<file path="src/rtl/mem_access_unit.sv">
`default_nettype none
// ============================================================================
// Module   : mem_access_unit
// Brief    : MEM-stage load/store initiator. Turns one byte/half/word access
//            into a word-aligned handshaked bus request with byte enables,
//            stalls the pipeline until completion, extends load data and
//            reports misalignment / bus timeout as faults.
// Revision : 1.0 - initial release
// ============================================================================
module mem_access_unit #(
  parameter int TIMEOUT_CYCLES = 16
) (
  input  logic        clk,
  input  logic        rst_n,
  input  logic        req_valid,
  input  logic        req_we,
  input  logic [1:0]  req_size,
  input  logic        req_unsigned,
  input  logic [31:0] ALU_Result,
  input  logic [31:0] Rs2,
  output logic        stall,
  output logic        resp_valid,
  output logic [31:0] Rd,
  output logic        fault,
  output logic [1:0]  fault_cause,
  output logic        mem_req,
  output logic        mem_we,
  output logic [31:0] mem_addr,
  output logic [3:0]  mem_be,
  output logic [31:0] mem_wdata,
  input  logic        mem_gnt,
  input  logic        mem_rvalid,
  input  logic [31:0] mem_rdata
);

  localparam int CNT_W = $clog2(TIMEOUT_CYCLES + 1);
  // Last counter value at which the bus may still complete normally.
  localparam logic [CNT_W-1:0] c_last = CNT_W'(TIMEOUT_CYCLES - 1);

  typedef enum logic [1:0] {
    S_IDLE = 2'd0,
    S_REQ  = 2'd1,
    S_WAIT = 2'd2,
    S_DONE = 2'd3
  } state_t;

  state_t           state_q, state_d;
  logic [CNT_W-1:0] cnt_q, cnt_d;
  logic [1:0]       size_q, size_d;
  logic [1:0]       lane_q, lane_d;
  logic             uns_q, uns_d;
  logic             resp_valid_q, resp_valid_d;
  logic             fault_q, fault_d;
  logic [1:0]       fault_cause_q, fault_cause_d;
  logic             mem_req_q, mem_req_d;
  logic             mem_we_q, mem_we_d;
  logic [31:0]      mem_addr_q, mem_addr_d;
  logic [3:0]       mem_be_q, mem_be_d;
  logic [31:0]      mem_wdata_q, mem_wdata_d;
  logic [31:0]      rd_q, rd_d;

  logic [1:0]       w_size;
  logic             w_misaligned;
  logic [3:0]       w_be;
  logic [31:0]      w_wdata;

  // Select the addressed byte/half of a read word and extend it.
  function automatic logic [31:0] extract(input logic [31:0] word, input logic [1:0] size,
                                          input logic [1:0] lane, input logic uns);
    logic [7:0]  b;
    logic [15:0] h;
    b = word[{lane, 3'b000} +: 8];
    h = word[{lane[1], 4'b0000} +: 16];
    case (size)
      2'd0:    extract = uns ? {24'd0, b} : {{24{b[7]}}, b};
      2'd1:    extract = uns ? {16'd0, h} : {{16{h[15]}}, h};
      default: extract = word;
    endcase
  endfunction

  // Decode the incoming request: size 3 behaves as a word access.
  always_comb begin
    w_size       = (req_size == 2'd3) ? 2'd2 : req_size;
    w_misaligned = ((w_size == 2'd1) && ALU_Result[0]) ||
                   ((w_size == 2'd2) && (ALU_Result[1:0] != 2'b00));
    case (w_size)
      2'd0:    begin w_be = 4'b0001 << ALU_Result[1:0]; w_wdata = {4{Rs2[7:0]}};  end
      2'd1:    begin w_be = 4'b0011 << ALU_Result[1:0]; w_wdata = {2{Rs2[15:0]}}; end
      default: begin w_be = 4'b1111;                    w_wdata = Rs2;            end
    endcase
  end

  // Next-state and registered-output logic for the access sequencer.
  always_comb begin
    state_d       = state_q;
    cnt_d         = cnt_q;
    size_d        = size_q;
    lane_d        = lane_q;
    uns_d         = uns_q;
    resp_valid_d  = 1'b0;
    fault_d       = 1'b0;
    fault_cause_d = 2'd0;
    mem_req_d     = mem_req_q;
    mem_we_d      = mem_we_q;
    mem_addr_d    = mem_addr_q;
    mem_be_d      = mem_be_q;
    mem_wdata_d   = mem_wdata_q;
    rd_d          = rd_q;
    case (state_q)
      S_IDLE: begin
        if (req_valid) begin
          if (w_misaligned) begin
            state_d       = S_DONE;
            resp_valid_d  = 1'b1;
            fault_d       = 1'b1;
            fault_cause_d = 2'd1;
          end else begin
            state_d     = S_REQ;
            cnt_d       = '0;
            mem_req_d   = 1'b1;
            mem_we_d    = req_we;
            mem_addr_d  = {ALU_Result[31:2], 2'b00};
            mem_be_d    = w_be;
            mem_wdata_d = w_wdata;
            size_d      = w_size;
            lane_d      = ALU_Result[1:0];
            uns_d       = req_unsigned;
          end
        end
      end
      S_REQ: begin
        cnt_d = cnt_q + 1'b1;
        if (mem_gnt) begin
          mem_req_d = 1'b0;
          if (mem_we_q || mem_rvalid) begin
            state_d      = S_DONE;
            resp_valid_d = 1'b1;
            if (!mem_we_q) rd_d = extract(mem_rdata, size_q, lane_q, uns_q);
          end else begin
            state_d = S_WAIT;
          end
        end else if (cnt_q == c_last) begin
          mem_req_d     = 1'b0;
          state_d       = S_DONE;
          resp_valid_d  = 1'b1;
          fault_d       = 1'b1;
          fault_cause_d = 2'd2;
        end
      end
      S_WAIT: begin
        cnt_d = cnt_q + 1'b1;
        if (mem_rvalid) begin
          state_d      = S_DONE;
          resp_valid_d = 1'b1;
          rd_d         = extract(mem_rdata, size_q, lane_q, uns_q);
        end else if (cnt_q == c_last) begin
          state_d       = S_DONE;
          resp_valid_d  = 1'b1;
          fault_d       = 1'b1;
          fault_cause_d = 2'd2;
        end
      end
      default: begin
        // DONE: the completing instruction still holds req_valid; ignore it.
        state_d = S_IDLE;
      end
    endcase
  end

  // State and output registers, cleared asynchronously.
  always_ff @(posedge clk or negedge rst_n) begin
    if (!rst_n) begin
      state_q       <= S_IDLE;
      cnt_q         <= '0;
      size_q        <= 2'd0;
      lane_q        <= 2'd0;
      uns_q         <= 1'b0;
      resp_valid_q  <= 1'b0;
      fault_q       <= 1'b0;
      fault_cause_q <= 2'd0;
      mem_req_q     <= 1'b0;
      mem_we_q      <= 1'b0;
      mem_addr_q    <= 32'd0;
      mem_be_q      <= 4'd0;
      mem_wdata_q   <= 32'd0;
      rd_q          <= 32'd0;
    end else begin
      state_q       <= state_d;
      cnt_q         <= cnt_d;
      size_q        <= size_d;
      lane_q        <= lane_d;
      uns_q         <= uns_d;
      resp_valid_q  <= resp_valid_d;
      fault_q       <= fault_d;
      fault_cause_q <= fault_cause_d;
      mem_req_q     <= mem_req_d;
      mem_we_q      <= mem_we_d;
      mem_addr_q    <= mem_addr_d;
      mem_be_q      <= mem_be_d;
      mem_wdata_q   <= mem_wdata_d;
      rd_q          <= rd_d;
    end
  end

  // Stall is the only combinational output: it must freeze the pipeline in
  // the very cycle an aligned request is first seen.
  always_comb begin
    stall = (state_q == S_REQ) || (state_q == S_WAIT) ||
            ((state_q == S_IDLE) && req_valid && !w_misaligned);
  end

  assign resp_valid  = resp_valid_q;
  assign fault       = fault_q;
  assign fault_cause = fault_cause_q;
  assign mem_req     = mem_req_q;
  assign mem_we      = mem_we_q;
  assign mem_addr    = mem_addr_q;
  assign mem_be      = mem_be_q;
  assign mem_wdata   = mem_wdata_q;
  assign Rd          = rd_q;

endmodule
`default_nettype wire

</file>
<file path="config.mk">
export PLATFORM = sky130hd
export DESIGN_NAME = mem_access_unit
export DESIGN_NICKNAME = d
export VERILOG_FILES = /design/src/rtl/mem_access_unit.sv
export SDC_FILE = /design/constraint.sdc
export NUM_CORES = 1
export LEC_CHECK = 0
export ABC_AREA = 1
export CAP_MARGIN = 20
export CORE_MARGIN = 5
export CORE_UTILIZATION = 40
export CTS_CLUSTER_SIZE = 12
export DETAILED_ROUTE_END_ITERATION = 12
export PLACE_DENSITY = 0.85
export SLEW_MARGIN = 0
export SYNTH_ARGS = -nofsm -noshare
export SYNTH_HDL_FRONTEND = slang
export SYNTH_SLANG_ARGS = --single-unit
</file>
<file path="constraint.sdc">
create_clock -name clk -period 3 [get_ports clk]
set_clock_uncertainty 0.1 [all_clocks]
set_input_delay 0.6 -clock clk [delete_from_list [all_inputs] [get_ports clk]]
set_output_delay 0.6 -clock clk [all_outputs]
set_load 0.1 [all_outputs]
</file>
# --- Yosys cells after proc, flatten, opt, wreduce, memory -nomap -nowiden ---
# Index checks and enable logic that the tools add are counted.
op_classes:
  add_sub_neg: 1
  multipliers: 0
  n_div: 0
  n_lt_le_gt_ge: 0
  n_eq_ne: 14
  n_shift: 4
  mux: 42
  n_bitwise: 1
  n_reduce_logical: 21
op_table:
  columns: ["cell", "n"]
  rows:
  - ["$mux 32", 6]
  - ["$pmux 32 s2", 3]
  - ["$shiftx 32x6->16", 1]
  - ["$shiftx 32x6->8", 1]
  - ["$mux 2", 9]
  - ["$mux 1", 15]
  - ["$ne 2x2->1 const B", 6]
  - ["$pmux 2 s3", 2]
  - ["$mux 5", 2]
  - ["$pmux 5 s2", 1]
  - ["$pmux 4 s2", 1]
  - ["$reduce_bool 2->1", 4]
  - ["$eq 2x1->1 const B", 3]
  - ["$eq 2x2->1 const B", 3]
  - ["$logic_not 2->1", 3]
  - ["$pmux 1 s3", 2]
  - ["$reduce_and 3->1", 2]
  - ["$add 5x1->5 const B", 1]
  - ["$eq 5x4->1 const B", 1]
  - ["$reduce_and 5->1", 1]
  - ["$logic_and 1x1->1", 4]
  - ["$logic_or 1x1->1", 4]
  - ["$reduce_and 4->1", 1]
  - ["$shl 1x2->4 const A", 1]
  - ["6 further kinds", 6]
word_totals:
  reg_bits: 116
  latch_bits: 0
  ram_bits: 0
  rom_bits: 0
  output_inout_bits: 107
  elab_cells: 97
  n_memories: 0

# --- Longest topological paths before layout ---
depth:
  word_depth: 8
  ltp_mapped: 11

# --- Worst setup path after synthesis ---
# Ideal clock, no wire load.
synth_timing:
  path_type: "in2out"
  from: "in ALU_Result[0]"
  to: "out stall"
  t_arrival_ns: 1.836
  required_ns: 2.300
  setup_slack_ns: 0.464
  path_stages: 6
  path_cell_list: "inv_1 > nand2_1 > nand2_1 > nand4_2 > buf_2 > nand2_1"
synth_between:
  elab_chain_cells: 6
synth_rtl:
  columns: ["element", "line_no", "rtl"]
  rows:
  - ["from (decl)", "19", "input logic [31:0] ALU_Result,"]
  - ["$reduce_bool 2->1", "85", "((w_size == 2'd2) && (ALU_Result[1:0] != 2'b00));"]
  - ["$logic_and 1x1->1", "85", null]
  - ["$logic_or 1x1->1 *", "84", "w_misaligned = ((w_size == 2'd1) && ALU_Result[0]) ||"]
  - ["$logic_not 1->1 *", "209", "((state_q == S_IDLE) && req_valid && !w_misaligned);"]
  - ["$logic_and 1x1->1 *", "209", null]
  - ["$logic_or 1x1->1 *", "208", "stall = (state_q == S_REQ) || (state_q == S_WAIT) ||"]
  - ["to (decl)", "21", "output logic stall,"]
# Every way passes the cells marked *; elsewhere a longest branch is shown, timed or not.

# --- Worst setup path after layout ---
layout_timing:
  from: "in req_size[1]"
  to: "out stall"
layout_between:
  elab_chain_cells: 8
layout_rtl:
  columns: ["element", "line_no", "rtl"]
  rows:
  - ["from (decl)", "17", "input logic [1:0] req_size,"]
  - ["$eq 2x2->1", "83", "w_size = (req_size == 2'd3) ? 2'd2 : req_size;"]
  - ["$mux 2 *", "83", null]
  - ["$eq 2x1->1 or $eq 2x2->1 (tied branches)", "84, 85", null]
  - ["$logic_and 1x1->1, on equally long branches", "84, 85", null]
  - ["$logic_or 1x1->1 *", "84", null]
  - ["$logic_not 1->1 *", "209", null]
  - ["$logic_and 1x1->1 *", "209", null]
  - ["$logic_or 1x1->1 *", "208", null]
# Marked as above.

==> metrics <==
status=complete, no violations; H-tree levels=4; slowest cell on the critical path=clkdlybuf4s50_1; io pins=212; Worst setup EP type=output port; FF-to-FF End=mem_wdata[22]; Crit Reg-Reg Startpoint=state_q[0]; number of global-route vias before repair=5687; yosys warns=0; DRC viols=0; area grow syn2layout=44.7%; fmax=377 MHz; total die area=16800 um^2; routed length per placed instance=15.9 um; Layout fillers=1264; core area=13900 um^2; grt ovf=0; row cnt=43; syn_area_per_cell=between 7 and 8 um^2; share of the synthesized area in the top cell type=between 50% and 60%; setup violators final=0; measured slew at the worst slew-check pin=0.930 ns; CP Launch Point=req_size[1]; most numerous cell in the Yosys netlist=nand2_1; final hold vios=0; crit path to=stall; multi-input logic area=2490 um^2; CP max stage delay=0.54 ns; nets=around 1.1k; Sink Count=116; first-pass GRT wire length=about 29000 um; Period minus WS final=about 2.7 ns; main flop type after synthesis=dfrtp_1; number of synthesized flops with an enable pin=0; max_cap viols=0; post-synthesis cell count=757; Slew Limit Fails=0; post-route ant nets=0; reg2reg setup slack=0.81 ns; CP Depth=6; die width=130 um; path category of the worst min-delay check=input port to async pin; Setup Fix Bufs, Post-CTS=0; GPL Wtd Cong=roughly 0.87; gr usage total=21.9%; Register-to-Register Path Depth=7; Worst-path clk slew=0.05 ns; top cells by count, synth=313 x nand2_1, 116 x dfrtp_1, 74 x a21oi_1, 72 x o21ai_0, 65 x nor2_1; dpl hpwl=13500 um; crit path max fanout=10; initial antenna violation count=1; Vert. Die Dim=between 100 and 150 um; largest net degree at the start of global routing=90; CTS tree=yes; synth top area cells=dfrtp_1 51%, nand2_1 21%, a21oi_1 6.5%; vias=5802; Synth Cell Area=5730 um^2; Rel. slew slack=38.0%; unrepaired setup endpoints after global routing=no; count of state elements after synthesis=~120; CP Buf/Inv Count=2; initial core utilization=41.1%; PortBufs=between 200 and 250; fraction of layout cells with a size suffix above 1=16.2%; sequential cell area=2900 um^2; CP startpoint kind=input port; register area share after synthesis=50.7%; vias per cell=5.03; setup tns final=0 ns; CTS resizes=0; Root Buffer=clkbuf_16; Netlist cell types=24; DR pass1 iterations=5; Clock Tree Buf Depth=2; Clock Latency Late Sink=0.41 ns; crit path DAT=1.95 ns; TritonCTS buffer count=17; cell accounting for the most synthesized area=dfrtp_1; asr flop ratio synth=100%; Iteration-0 DRC Markers=457; crit share post-route=88.5%; final WL=18300 um; cts hold-fix bufs=0; crit path cell chain=clkdlybuf4s50_1 > nor2_4 > nand2_2 > nand4_4 > nand2_1 > buf_12; Critical Path RT=2.30 ns; CP delay by family, top=buffers and inverters; critical path class=input port to output port; Antenna Cells=0
[sequential cells by signal, summed over array words and instances, names as in the netlist]
name         cells
Rd              32
mem_wdata       32
mem_addr        30
cnt_q            5
mem_be           4
fault_cause      2
lane_q           2
size_q           2
state_q          2
fault            1
mem_req          1
mem_we           1
resp_valid       1
uns_q            1
[worst register-to-register path: stages (launching register included)]
cell,delay (ns)
dfrtp_1,0.41
inv_1,0.16
ha_1,0.36
nand2_1,0.16
nor2_4,0.42
buf_12,0.25
o21ai_0,0.10
o21ai_1,0.14
[logic make-up (layout without fill, tap and decap cells)]
group	count (synthesis)	in the layout	synth area share (%)
buf+inv	73	288	6.08
fa+ha+maj	8	8	1.75
simple gates	401	401	27.4
mux	1	1	0.175
other cells	1	2	0.0655
flops	116	116	50.7
xor+xnor	1	1	0.153
compound gates	156	156	13.6
[metrics by stage]
stage | util (%) | instance area, um^2 | hold slack, ns | setup WS (ns) | cells
final | 59.5 | 8290 | 0.179 | 0.346 | 1153
after CTS | 59.5 | 8290 | 0.190 | 0.328 | 1153
after global placement | 55.3 | 7710 | 0.356 | 0.368 | 1122
after detailed placement | 55.3 | 7710 | 0.360 | 0.331 | 1122
after floorplan | - | 5730 | 0.204 | 0.464 | 758
after global routing | 59.5 | 8290 | 0.220 | 0.249 | 1153
[layout by cell type (no fill, tap or decap), types with 4 or more instances in the layout]
cell type	Yosys	layout
buf_4	6	116
nor2_1	65	65
clkdlybuf4s50_1	0	103
o21ai_1	10	10
nand2_1	313	313
clkinv_2	0	4
ha_1	8	8
inv_1	33	33
nand2_2	4	4
a21oi_1	74	74
o21ai_0	72	72
nand3_1	10	10
dfrtp_1	116	116
clkbuf_16	0	17
[worst min path at each step]
stage,start,to,cells past startpoint
2_1_floorplan,rst_n,Rd[0],0
3_3_place_gp,mem_addr[19],mem_addr[19],2
3_5_place_dp,mem_addr[6],mem_addr[6],2
4_1_cts,rst_n,Rd[13],2
5_1_grt,rst_n,Rd[13],2
6_report,rst_n,Rd[13],2
[layout make-up]
type | instances | area share, %
Sequential cell | 116 | 35.0
Multi-Input combinational cell | 569 | 30.0
Timing Repair Buffer | 222 | 23.7
Clock buffer | 22 | 5.72
Tap cell | 180 | 2.72
Inverter | 35 | 1.59
Clock inverter | 9 | 1.25
[metal layers]
layer	GRT usage, %	part of all wire [%]	wire (um)
met1	26.5	39	7080
met2	35.8	48	8750
met3	9.23	12	2120
met4	6.85	1.8	332
met5	0	0.071	13
Power is left out: the tool's default activity adds up to more than one toggle a clock period on the data nets, which glitch-free logic cannot reach.
